==> src/rtl/q_dot_mac_if.sv <==
// Bus bundle for q_dot_mac: start/operand handshake, ROM read port and result/status.
interface q_dot_mac_if #(
    parameter int WIDTH  = 32,
    parameter int ADDR_W = 10
);
    logic              start;
    logic [ADDR_W-1:0] len;
    logic [ADDR_W-1:0] base_a;
    logic [ADDR_W-1:0] base_b;
    logic [ADDR_W-1:0] a_addr;
    logic [ADDR_W-1:0] b_addr;
    logic              rd_en;
    logic [WIDTH-1:0]  a_data;
    logic [WIDTH-1:0]  b_data;
    logic              busy;
    logic              done;
    logic [WIDTH-1:0]  result;
    logic              ovf;

    modport slave (
        input  start, len, base_a, base_b, a_data, b_data,
        output a_addr, b_addr, rd_en, busy, done, result, ovf
    );

    modport master (
        output start, len, base_a, base_b, a_data, b_data,
        input  a_addr, b_addr, rd_en, busy, done, result, ovf
    );
endinterface

==> src/rtl/q_dot_mac.sv <==
// Fixed-point saturating dot-product engine reading two vectors from 1-cycle-latency ROMs.
module q_dot_mac #(
    parameter int WIDTH  = 32,
    parameter int FRAC   = 19,
    parameter int ADDR_W = 10
) (
    input  logic         clk,
    input  logic         rst,
    q_dot_mac_if.slave   bus
);
    typedef enum logic [1:0] {IDLE, RUN, DRAIN, DONE} state_e;

    localparam logic [WIDTH-1:0] SMAX = {1'b0, {(WIDTH-1){1'b1}}};
    localparam logic [WIDTH-1:0] SMIN = {1'b1, {(WIDTH-1){1'b0}}};

    state_e            state_q, state_d;
    logic [ADDR_W-1:0] remain_q;
    logic [1:0]        drain_q;
    logic [ADDR_W-1:0] a_addr_q, b_addr_q;
    logic              dv_q, pv_q;
    logic [WIDTH-1:0]  prod_q, acc_q, result_q;
    logic              ovf_q;

    logic                      accept;
    logic                      rd_en;
    logic signed [2*WIDTH-1:0] full_prod, shifted;
    logic [WIDTH:0]            hi_bits;
    logic                      prod_ovf;
    logic [WIDTH-1:0]          prod_sat;
    logic [WIDTH:0]            acc_sum;
    logic                      acc_ovf;
    logic [WIDTH-1:0]          acc_next;

    assign accept = (state_q == IDLE) && bus.start;
    assign rd_en  = (state_q == RUN);

    always_comb begin
        state_d = state_q;
        case (state_q)
            IDLE:    if (bus.start) state_d = (bus.len != '0) ? RUN : DONE;
            RUN:     if (remain_q == '0) state_d = DRAIN;
            DRAIN:   if (drain_q == 2'd2) state_d = DONE;
            DONE:    state_d = IDLE;
            default: state_d = IDLE;
        endcase
    end

    // Full-width product, then arithmetic shift floors toward minus infinity before clamping.
    always_comb begin
        full_prod = $signed({{WIDTH{bus.a_data[WIDTH-1]}}, bus.a_data})
                  * $signed({{WIDTH{bus.b_data[WIDTH-1]}}, bus.b_data});
        shifted   = full_prod >>> FRAC;
        hi_bits   = shifted[2*WIDTH-1:WIDTH-1];
        prod_ovf  = !((&hi_bits) || !(|hi_bits));
        prod_sat  = prod_ovf ? (shifted[2*WIDTH-1] ? SMIN : SMAX) : shifted[WIDTH-1:0];
        acc_sum   = {acc_q[WIDTH-1], acc_q} + {prod_q[WIDTH-1], prod_q};
        acc_ovf   = acc_sum[WIDTH] ^ acc_sum[WIDTH-1];
        acc_next  = acc_ovf ? (acc_sum[WIDTH] ? SMIN : SMAX) : acc_sum[WIDTH-1:0];
    end

    always_ff @(posedge clk) begin
        if (rst) begin
            state_q  <= IDLE;
            remain_q <= '0;
            drain_q  <= '0;
            a_addr_q <= '0;
            b_addr_q <= '0;
            dv_q     <= 1'b0;
            pv_q     <= 1'b0;
            prod_q   <= '0;
            acc_q    <= '0;
            result_q <= '0;
            ovf_q    <= 1'b0;
        end else begin
            state_q <= state_d;
            drain_q <= (state_q == DRAIN) ? drain_q + 2'd1 : 2'd0;

            if (state_q == RUN && remain_q != '0) begin
                a_addr_q <= a_addr_q + ADDR_W'(1);
                b_addr_q <= b_addr_q + ADDR_W'(1);
                remain_q <= remain_q - ADDR_W'(1);
            end

            dv_q <= rd_en;
            pv_q <= dv_q;
            if (dv_q) begin
                prod_q <= prod_sat;
                if (prod_ovf) ovf_q <= 1'b1;
            end
            if (pv_q) begin
                acc_q <= acc_next;
                if (acc_ovf) ovf_q <= 1'b1;
            end

            if (state_q == DRAIN && state_d == DONE) result_q <= acc_q;

            // Pipeline is empty whenever a start can be accepted, so clearing here never races it.
            if (accept) begin
                acc_q    <= '0;
                result_q <= '0;
                ovf_q    <= 1'b0;
                remain_q <= bus.len - ADDR_W'(1);
                if (bus.len != '0) begin
                    a_addr_q <= bus.base_a;
                    b_addr_q <= bus.base_b;
                end
            end
        end
    end

    assign bus.a_addr = a_addr_q;
    assign bus.b_addr = b_addr_q;
    assign bus.rd_en  = rd_en;
    assign bus.busy   = (state_q == RUN) || (state_q == DRAIN);
    assign bus.done   = (state_q == DONE);
    assign bus.result = result_q;
    assign bus.ovf    = ovf_q;
endmodule
==> src/flat_wrapper.sv <==
// flat-port wrapper written by rule: the top's interface ports become plain ports
module q_dot_mac_flat 
#(
    parameter int WIDTH  = 32,
    parameter int FRAC   = 19,
    parameter int ADDR_W = 10
)
  (clk, rst, bus_start, bus_len, bus_base_a, bus_base_b, bus_a_data, bus_b_data, bus_a_addr, bus_b_addr, bus_rd_en, bus_busy, bus_done, bus_result, bus_ovf);
  q_dot_mac_if #(.WIDTH(WIDTH), .ADDR_W(ADDR_W)) bus_i ();
  input  logic clk;
  input  logic rst;
  input wire logic [$bits(bus_i.start)-1:0] bus_start;
  input wire logic [$bits(bus_i.len)-1:0] bus_len;
  input wire logic [$bits(bus_i.base_a)-1:0] bus_base_a;
  input wire logic [$bits(bus_i.base_b)-1:0] bus_base_b;
  input wire logic [$bits(bus_i.a_data)-1:0] bus_a_data;
  input wire logic [$bits(bus_i.b_data)-1:0] bus_b_data;
  output wire logic [$bits(bus_i.a_addr)-1:0] bus_a_addr;
  output wire logic [$bits(bus_i.b_addr)-1:0] bus_b_addr;
  output wire logic [$bits(bus_i.rd_en)-1:0] bus_rd_en;
  output wire logic [$bits(bus_i.busy)-1:0] bus_busy;
  output wire logic [$bits(bus_i.done)-1:0] bus_done;
  output wire logic [$bits(bus_i.result)-1:0] bus_result;
  output wire logic [$bits(bus_i.ovf)-1:0] bus_ovf;
  assign bus_i.start = bus_start;
  assign bus_i.len = bus_len;
  assign bus_i.base_a = bus_base_a;
  assign bus_i.base_b = bus_base_b;
  assign bus_i.a_data = bus_a_data;
  assign bus_i.b_data = bus_b_data;
  assign bus_a_addr = bus_i.a_addr;
  assign bus_b_addr = bus_i.b_addr;
  assign bus_rd_en = bus_i.rd_en;
  assign bus_busy = bus_i.busy;
  assign bus_done = bus_i.done;
  assign bus_result = bus_i.result;
  assign bus_ovf = bus_i.ovf;
  q_dot_mac #(.WIDTH(WIDTH), .FRAC(FRAC), .ADDR_W(ADDR_W)) u_core (.clk(clk), .rst(rst), .bus(bus_i));
endmodule
==> config.mk <==
export PLATFORM = sky130hd
export DESIGN_NAME = q_dot_mac_flat
export DESIGN_NICKNAME = d
export VERILOG_FILES = /design/src/rtl/q_dot_mac_if.sv /design/src/rtl/q_dot_mac.sv /design/src/flat_wrapper.sv
export SDC_FILE = /design/constraint.sdc
export NUM_CORES = 2
export LEC_CHECK = 0
export ABC_AREA = 1
export CORE_UTILIZATION = 38
export DETAILED_ROUTE_END_ITERATION = 12
export GPL_TIMING_DRIVEN = 0
export PLACE_DENSITY_LB_ADDON = 0.08
export SYNTH_ARGS = -nofsm -noshare
export SYNTH_HDL_FRONTEND = slang
export SYNTH_SLANG_ARGS = --single-unit
==> constraint.sdc <==
create_clock -name clk -period 21.2 [get_ports clk]
set_clock_uncertainty 0.2 [all_clocks]
set_input_delay 4.24 -clock clk [delete_from_list [all_inputs] [get_ports clk]]
set_output_delay 4.24 -clock clk [all_outputs]
set_load 0.005 [all_outputs]
==> summary.txt <==
Outcome
  – Outcome: complete, no violations

STA
  – Final worst path period need: 15.72 ns
  – Crit path setup slack, layout: 5.48 ns
  – Actual slew at the worst max-slew pin: 1.46 ns
  – Relative slew slack: 2.40%
  – Pins Over Slew Limit: 0
  – RSZ-0062 raised after global routing: false
  – Fin crit share: 74.2%
  – Maximum clock rate: 63.6 MHz
  – Final hold viol count: 0
  – Final count of negative-setup-slack endpoints: 0
  – Fin Setup TNS: 0 ns

Worst setup path
  – Buf/Inv on CP: 9
  – Critical path fanouts, max: 10
  – Worst Path Arrival: 15.83 ns
  – Critical path depth: 33
  – Slowest cell on crit path: fa_1
  – Crit path kind: in2reg
  – FF-to-FF setup slack: 17.67 ns
  – CP required: 21.31 ns
  – Top delay family on crit path: adder cells
  – Max stage delay on crit path: 1.17 ns
  – CP Capture Type: register
  – Worst r2r path cells: 12
  – Setup crit start kind: input port
  – Most frequent CP cell: fa_1

Synth
  – Seq/Total Area, Yosys: 5.82%
  – YS warnings: 0
  – Synth Area in Simple Gates: 17.9%
  – Top cell type by total area after synthesis: fa_1
  – Most common cell in the netlist: inv_1
  – Post-synth top flop: dfxtp_1
  – Synthesized area: 0.0457 sq mm
  – Mux share of post-synthesis cell area: 0.0657%
  – Post-synth EDFFs: 0
  – Largest cells by area after synthesis: fa_1 47%, inv_1 14%, nand2_1 14%, ha_1 6.0%, dfxtp_1 5.8%
  – Synth top area share: 47.4%
  – Main combinational cell family by area after synthesis: adder cells
  – Synth Area in XOR/XNOR: 1.71%
  – Post-Synthesis Net Count: 7390
  – Compound-gate portion of the synthesized area: 4.70%
  – Synth Register Bits: 133
  – Distinct cells, synth: 48
  – Post-Syn Instances: 5990
  – Asr flop ratio synth: 0%
  – Synth top cells by count: 1747 x inv_1, 1693 x nand2_1, 1082 x fa_1
  – Synth Area in Adders: 53.4%
  – Mapped Avg Cell Area: 7.63 sq um

Detailed routing
  – Drc violations: 0
  – Router iterations before antenna repair: 6
  – Routed vias: 38100
  – Wire per inst: 22.6 microns
  – Antenna-violating nets left: 0
  – Via/cell ratio: 4.90
  – Final WL: 176000 microns
  – Starting DRT DRC Count: 3562

Finish
  – Final nets: 7561
  – Area Overhead vs Synth: 9.07%
  – Fillers: 12500
  – Final Non-Filler Cells: 7777
  – Share of layout cells above drive strength 1: 1.57%

Floorplan
  – Num rows: 126
  – Chip height: 349 microns
  – Die W: 349 microns
  – Full die area: 0.122 sq mm
  – Io pins: 153
  – Initial Util: 38.5%
  – Total core area: 0.119 sq mm

Global route
  – Gr ovfl total: 0
  – Pin count of the biggest net entering global routing: 22
  – Initial antenna violation count: 7
  – First-pass GRT wire length: 261000 microns
  – GRT Overall Usage: 29.8%
  – Vias in the first global route: 39400

Clocking
  – Postcts setup bufs: 0
  – Clk buf depth: 2
  – Root Driver: clkbuf_16
  – Num CTS Buffers: 17
  – CTS sink count: 133
  – CTS resizes: 0
  – Clock slew at reported path FFs: 0.06 ns
  – CTS tree: built
  – Worst-Skew Late Latency: 0.43 ns
  – Hold Buf Count CTS: 0
  – H-tree depth: 4

Flow run
  – Max Cap Viol: 0

Placement
  – Final HPWL DP: 150000 microns
  – Buffers on Ports: 152
  – Post-place setup slack: 5.25 ns
  – Placed cells: 7742
  – Final GP Congestion: 0.985

Min path
  – Worst Hold Class: reg2reg
  – Hold depth: 1
## per-stage QoR
step                      hold slack [ns]  util [%]  cell area (sq um)
after floorplan                     0.200         -              45700
after global placement              0.212      41.5              49200
after detailed placement            0.216      41.5              49200
after CTS                           0.225      42.0              49900
after global routing                0.233      42.0              49900
final                               0.220      42.0              49900
## logic make-up after synthesis
kind of cell | Yosys count
and+or+nand+nor | 2095
buffers and inverters | 1986
adders and majority gates | 1303
AOI/OAI and AO/OA | 381
DFF | 133
xor gates and xnor gates | 89
muxes | 3
## layer usage
metal / up-vias / track usage, % / wire, microns
met4: 2 / 9.43 / 6770
met2: 1378 / 47.3 / 78600
met3: 220 / 4.32 / 13500
met1: 19200 / 41.8 / 77200
li1: 17200 / - / -
met5: - / 0 / 17
## registers in the layout, indices dropped and copies added (netlist names)
register           flops
u_core.acc_q          32
u_core.bus.a_addr     10
u_core.bus.b_addr     10
u_core.bus.ovf         1
u_core.bus.result     32
u_core.drain_q         2
u_core.dv_q            1
u_core.prod_q         32
u_core.pv_q            1
u_core.remain_q       10
u_core.state_q         2
## layout by cell type, fill, tap and decap left out, types with 4 or more instances in the layout
| cell type | Yosys | layout |
|---|---|---|
| a211oi_1 | 4 | 4 |
| a21boi_0 | 5 | 5 |
| a21o_1 | 5 | 5 |
| a21oi_1 | 143 | 143 |
| a21oi_2 | 18 | 18 |
| a31oi_1 | 7 | 7 |
| and3_1 | 5 | 5 |
| buf_6 | 5 | 5 |
| clkbuf_1 | 226 | 227 |
| clkbuf_16 | 0 | 17 |
| clkdlybuf4s50_1 | 0 | 152 |
| clkinv_4 | 0 | 4 |
| dfxtp_1 | 133 | 133 |
| fa_1 | 1082 | 1082 |
| ha_1 | 221 | 221 |
| inv_1 | 1747 | 1747 |
| nand2_1 | 1693 | 1693 |
| nand2_2 | 5 | 5 |
| nand3_1 | 72 | 72 |
| nand3b_1 | 6 | 6 |
| nand4_1 | 8 | 8 |
| nor2_1 | 244 | 244 |
| nor2_2 | 11 | 11 |
| nor3_1 | 25 | 25 |
| nor4_1 | 7 | 7 |
| o2111ai_1 | 4 | 4 |
| o211ai_1 | 6 | 6 |
| o21ai_0 | 156 | 156 |
| o21bai_1 | 17 | 17 |
| o221ai_1 | 6 | 6 |
| or2_2 | 11 | 11 |
| xnor2_1 | 27 | 27 |
| xor2_1 | 62 | 62 |
## final cells by class
| class | instances | area [sq um] | share of cell area (%) |
|---|---|---|---|
| Clock buffer | 19 | 443 | 0.888 |
| Tap cell | 1600 | 2000 | 4.01 |
| Buffer | 236 | 931 | 1.87 |
| Timing Repair Buffer | 152 | 1520 | 3.05 |
| Inverter | 1750 | 6570 | 13.2 |
| Sequential cell | 133 | 2660 | 5.34 |
| Multi-Input combinational cell | 3871 | 35600 | 71.3 |
| Antenna cell | 3 | 7.51 | 0.0151 |
| Clock inverter | 13 | 174 | 0.349 |
## final timing paths
check                                to               from
setup / recovery       u_core.prod_q[1]     bus_a_data[31]
hold / removal        u_core.drain_q[0]  u_core.drain_q[0]
hold reg to reg       u_core.drain_q[0]  u_core.drain_q[0]
setup reg to reg  u_core.bus.result[29]  u_core.state_q[1]
Power is not shown: default switching activity piles up to over one toggle a cycle in this logic, so the estimate is an artifact.
